===== config.mk =====
export PLATFORM = sky130hd
export DESIGN_NAME = shamt_shift_unit
export DESIGN_NICKNAME = d
export VERILOG_FILES = /design/src/rtl/shamt_shift_unit.sv
export SDC_FILE = /design/constraint.sdc
export NUM_CORES = 1
export LEC_CHECK = 0
export CAP_MARGIN = 20
export CORE_UTILIZATION = 45
export CTS_CLUSTER_DIAMETER = 30
export DETAILED_ROUTE_END_ITERATION = 10
export HOLD_SLACK_MARGIN = 0.12
export PLACE_DENSITY_LB_ADDON = 0.12
export SLEW_MARGIN = 20
export SYNTH_ARGS = -nofsm -noshare
export SYNTH_HDL_FRONTEND = slang
export SYNTH_SLANG_ARGS = --single-unit
export TNS_END_PERCENT = 5

===== constraint.sdc =====
create_clock -name clk -period 3.14 [get_ports clk]
set_input_delay 0.314 -clock clk [delete_from_list [all_inputs] [get_ports clk]]
set_output_delay 0.314 -clock clk [all_outputs]
set_load 0.005 [all_outputs]

===== src/rtl/shamt_shift_unit.sv =====
// rtl/shamt_shift_unit.sv - multi-cycle SLL/SRL/SRA/ROL/ROR shift unit with selectable amount source
// Define SHAMT_SHIFT_FAST_EN for the single-pass barrel-shift build.
module shamt_shift_unit #(
    parameter int DATA_W  = 32,
    parameter int SHAMT_W = 5,
    parameter int N_SRC   = 3,
    parameter int SEL_W   = 2
) (
    input  logic                       clk,
    input  logic                       reset,
    input  logic                       start,
    input  logic [2:0]                 op,
    input  logic [SEL_W-1:0]           amt_sel,
    input  logic [N_SRC*SHAMT_W-1:0]   amt_srcs,
    input  logic [DATA_W-1:0]          data_in,
    output logic                       busy,
    output logic                       done,
    output logic                       err,
    output logic [DATA_W-1:0]          data_out
);

    typedef enum logic [1:0] {IDLE, SHIFT, DONE} state_t;

    state_t             state;
    state_t             next_state;
    logic [SHAMT_W-1:0] sel_amt;
    logic               legal;
    logic               err_q;

    always_comb begin
        sel_amt = '0;
        for (int k = 0; k < N_SRC; k++) begin
            if (amt_sel == SEL_W'(k)) begin
                sel_amt = amt_srcs[k*SHAMT_W +: SHAMT_W];
            end
        end
    end

    // The extra bit keeps the bound exact when N_SRC == 2^SEL_W.
    assign legal = (op <= 3'd4) && ({1'b0, amt_sel} < (SEL_W+1)'(N_SRC));

    assign busy = (state == SHIFT);
    assign done = (state == DONE);
    assign err  = done & err_q;

    always_ff @(posedge clk or posedge reset) begin
        if (reset) begin
            state <= IDLE;
        end else begin
            state <= next_state;
        end
    end

`ifdef SHAMT_SHIFT_FAST_EN

    function automatic logic [DATA_W-1:0] barrel(input logic [2:0] o,
                                                  input logic [DATA_W-1:0] d,
                                                  input logic [SHAMT_W-1:0] a);
        logic [31:0] r;
        logic [DATA_W-1:0] res;
        r   = 32'(a) % 32'(DATA_W);
        res = d;
        case (o)
            3'd0:    res = d << a;
            3'd1:    res = d >> a;
            3'd2:    res = $signed(d) >>> a;
            3'd3:    res = (d << r) | (d >> (32'(DATA_W) - r));
            3'd4:    res = (d >> r) | (d << (32'(DATA_W) - r));
            default: res = d;
        endcase
        return res;
    endfunction

    always_comb begin
        next_state = state;
        case (state)
            IDLE:    if (start) next_state = DONE;
            SHIFT:   next_state = DONE;
            DONE:    next_state = IDLE;
            default: next_state = IDLE;
        endcase
    end

    always_ff @(posedge clk or posedge reset) begin
        if (reset) begin
            data_out <= '0;
            err_q    <= 1'b0;
        end else if (state == IDLE && start) begin
            err_q    <= !legal;
            data_out <= legal ? barrel(op, data_in, sel_amt) : '0;
        end
    end

`else

    logic [DATA_W-1:0]  work;
    logic [2:0]         cur_op;
    logic [SHAMT_W-1:0] count;

    function automatic logic [DATA_W-1:0] step(input logic [2:0] o,
                                                input logic [DATA_W-1:0] d);
        logic [DATA_W-1:0] res;
        case (o)
            3'd0:    res = {d[DATA_W-2:0], 1'b0};
            3'd1:    res = {1'b0, d[DATA_W-1:1]};
            3'd2:    res = {d[DATA_W-1], d[DATA_W-1:1]};
            3'd3:    res = {d[DATA_W-2:0], d[DATA_W-1]};
            3'd4:    res = {d[0], d[DATA_W-1:1]};
            default: res = d;
        endcase
        return res;
    endfunction

    always_comb begin
        next_state = state;
        case (state)
            IDLE: begin
                if (start) begin
                    if (!legal || sel_amt == '0) next_state = DONE;
                    else                         next_state = SHIFT;
                end
            end
            SHIFT:   if (count == SHAMT_W'(1)) next_state = DONE;
            DONE:    next_state = IDLE;
            default: next_state = IDLE;
        endcase
    end

    // data_out is loaded on the edge entering DONE so it is valid alongside done.
    always_ff @(posedge clk or posedge reset) begin
        if (reset) begin
            work     <= '0;
            cur_op   <= '0;
            count    <= '0;
            err_q    <= 1'b0;
            data_out <= '0;
        end else begin
            case (state)
                IDLE: begin
                    if (start) begin
                        work   <= data_in;
                        cur_op <= op;
                        count  <= legal ? sel_amt : '0;
                        err_q  <= !legal;
                        if (!legal)               data_out <= '0;
                        else if (sel_amt == '0)   data_out <= data_in;
                    end
                end
                SHIFT: begin
                    work  <= step(cur_op, work);
                    count <= count - SHAMT_W'(1);
                    if (count == SHAMT_W'(1)) data_out <= step(cur_op, work);
                end
                default: ;
            endcase
        end
    end

`endif

endmodule


==> flow_summary.yaml <==
outcome:
  status: "complete, no violations"
critical_path:
  critPathKind: "input port to register"
  crit_start: "amt_sel[0]"
  critPathLaunchType: "input port"
  ff2ff_setup_slack_ns: 0.87
  cp.required_ns: 3.37
  cp-end-kind: "register"
  cpPeakStageDelay_ns: 0.72
  arrival_ns: 2.65
  cp_slowest_cell: "clkdlybuf4s50_1"
  crit-reg2reg-launch: "count[1]"
  crit_path_max_fanout: 33
  cp_cell_sequence: "clkdlybuf4s50_1 -> mux2i_1 -> o2bb2ai_1 -> a2111oi_4 -> a2bb2oi_4 -> buf_4 -> mux2_4"
timing:
  tightest_slew_ns: 0.947
  skew_ns: 0.0131
  drv_slew: 0
  slew_headroom: 0.369
  holdWs_ns: 0.513
  min_period_ns: 2.43
  setup_viol: 0
  rsz0062_at_grt: "false"
  min_period_over_period: 0.773
  hold_viol: 0
  tns_ns: 0
  max_freq_mhz: 412
power:
  pwr-share-seq: 0.324
  peakVddDrop_mv: 0.612
  cellLeakagePower_nw: 2.25
  p_sw_mw: 2.46
  power_switching_share: 0.419
  cellPowerDensity_nw_per_um2: 1070
  pwr-share-comb: 0.559
  finalPower_mw: 5.87
  clkPwrFrac: 0.116
  cellInternalPower_mw: 3.41
routing:
  vias: 3706
  wirelength_mm: 10.5
  wl_per_cell_um: 16.5
  route.detailed.drc: 0
  dr.pass1.iters: 4
  drt_iter0_drc: 209
  viasPerCell: 5.85
  ant_nets: 0
floorplan:
  die_area_sq_um: 10100
  die_w_um: 100
  start_util: 0.469
  die_h_um: 100
  row_count: 35
  core_area_sq_um: 9280
  io-pin-count: 90
yosys:
  ys_warn_count: 0
  yosys.area.top_type: "dfrtp_1"
  syn_area_per_cell_sq_um: 10.3
  muxShareOfSynthArea: 0.129
  synth-main-ff-cell: "dfrtp_1"
  synthAdderAreaFrac: 0.00575
  synth.area.top_cells: "dfrtp_1 43%, mux2_4 10%, o21ai_0 7.4%, o2bb2ai_1 6.4%, o221ai_1 5.8%"
  synth_compound_area_frac: 0.296
  synthArstFlopShare: 1.00
  syn_nets: 478
  seq_area_frac_synth: 0.431
  yosys.area_share.simple: 0.0920
  synthesis.area_sq_um: 4350
  yosys.area_share.xor_xnor: 0.00201
  synth_edf_count: 0
  synth_cell_types: 44
  yosysTopAreaCellShare: 0.431
  synth_seq_cells: 75
  synth_top_family_by_area: "compound AO/OA/AOI/OAI gates"
  postSynthCellCount: 421
clock_network:
  cts_num_sinks: 75
  cts.path.max_buffers: 2
  cts_setup_buffers: 0
  clk_latency_ns: 0.35
  post_cts_resized: 0
  clkTransAtPathRegs_ns: 0.08
  root_buffer: "clkbuf_8"
  htree_levels: 3
  numCtsBuffers: 9
  hold_buffers: 0
  cts_tree: "done"
hold_path:
  min_from: "data_out[12]"
  hold_path.class: "register to register"
cells_and_area:
  finish.utilization: 0.593
  nets: 557
  fillers: 831
  drive_above_1_share: 0.147
  area_growth_pct: 26.5
  ff_latch_area_sq_um: 1880
  num_antenna_cells: 0
  multi_input_area_sq_um: 2290
global_route:
  grt_pass1_wl_mm: 18.0
  grt_pass1_vias: 3740
  grt_usage: 0.228
  grt_max_degree: 76
  overflow: 0
  antenna_found_initial: 0
place:
  place_congestion: 0.802
  hpwl_mm: 6.84
  port_buffers: 89
job:
  maxCapViolCount: 0
-- cell type report --
cell class | instances | area share
clock buffer | 9 | 0.0225
clock inverter | 7 | 0.00977
inverter | 5 | 0.00341
multi-input combinational | 308 | 0.416
sequential | 75 | 0.341
tap | 129 | 0.0293
timing repair buffer | 101 | 0.178
-- registers in the layout, summed over array words and instances, names as in the netlist --
name and flops:
work 32, err_q 1, state 2, cur_op 3, data_out 32, count 5
-- per-layer routing --
layer	routed length, um	global-route usage	vias to the layer above
li1	-	-	1756
met1	4980	0.310	1828
met2	4890	0.367	109
met3	438	0.0341	13
met4	169	0.0870	0
met5	0	0	-
-- stage by stage --
| step | area (sq um) | std cells | setup slack, ns |
|---|---|---|---|
| 6_report | 5500 | 634 | 0.714 |
| 4_1_cts | 5500 | 634 | 0.702 |
| 3_3_place_gp | 5330 | 618 | 0.429 |
| 3_5_place_dp | 5330 | 618 | 0.336 |
| 2_1_floorplan | 4350 | 421 | 0.916 |
| 5_1_grt | 5500 | 634 | 0.572 |
-- kinds of logic (layout without fill, tap and decap cells) --
group                      Yosys count  after routing
xor gates and xnor gates             1              1
and+or+nand+nor                     83             83
adders and majority gates            2              2
buffers and inverters               38            122
AOI/OAI and AO/OA                  181            181
muxes                               41             41
DFF                                 75             75
-- worst max-delay path, delay by kind of cell --
kind | cells | cell delay (ns)
mux | 2 | 0.61
buf+inv | 2 | 1.02
compound gates | 3 | 0.67
-- Yosys cell counts (all sizes together), types with 5 or more instances --
cell and instances:
nor2 35, o221ai 29, o2bb2ai 32, mux2 34, nand2 23, clkbuf 21
buf 12, nand3 5, a21oi 10, mux2i 7, inv 5, o22ai 5
dfrtp 75, o21a 29, o21ai 66
-- path summary, 6_finish.rpt --
path | endpoint | cells past startpoint
max | data_out[9] | 7
max reg2reg | data_out[9] | 8
max in group asynchronous | work[23] | 3
min in group asynchronous | data_out[8] | 3
min | data_out[12] | 1
min reg2reg | data_out[12] | 1
-- placed cells by master, fill, tap and decap left out, types with 3 or more instances in the layout --
cell type	n
clkinvlp_4	3
o21ai_0	64
mux2_4	29
nand3_1	5
mux2_2	5
a21oi_1	10
nor2_1	34
o221ai_1	29
o21a_1	29
nand2_1	23
buf_4	12
mux2i_1	7
o2bb2ai_1	32
clkdlybuf4s50_1	89
a311oi_1	3
dfrtp_1	75
o22ai_1	5
inv_1	3
nand2b_1	3
clkbuf_8	9
-- power groups by stage --
stage	clock network (mW)	logic (mW)	registers, mW
2_1_floorplan	0	2.35	1.80
3_5_place_dp	0	3.29	1.91
5_1_grt	0.747	3.66	1.98
4_1_cts	0.700	3.31	1.90
6_report	0.682	3.28	1.90
3_3_place_gp	0	3.22	1.90
No activity file was read; power rests on OpenSTA's default activity.
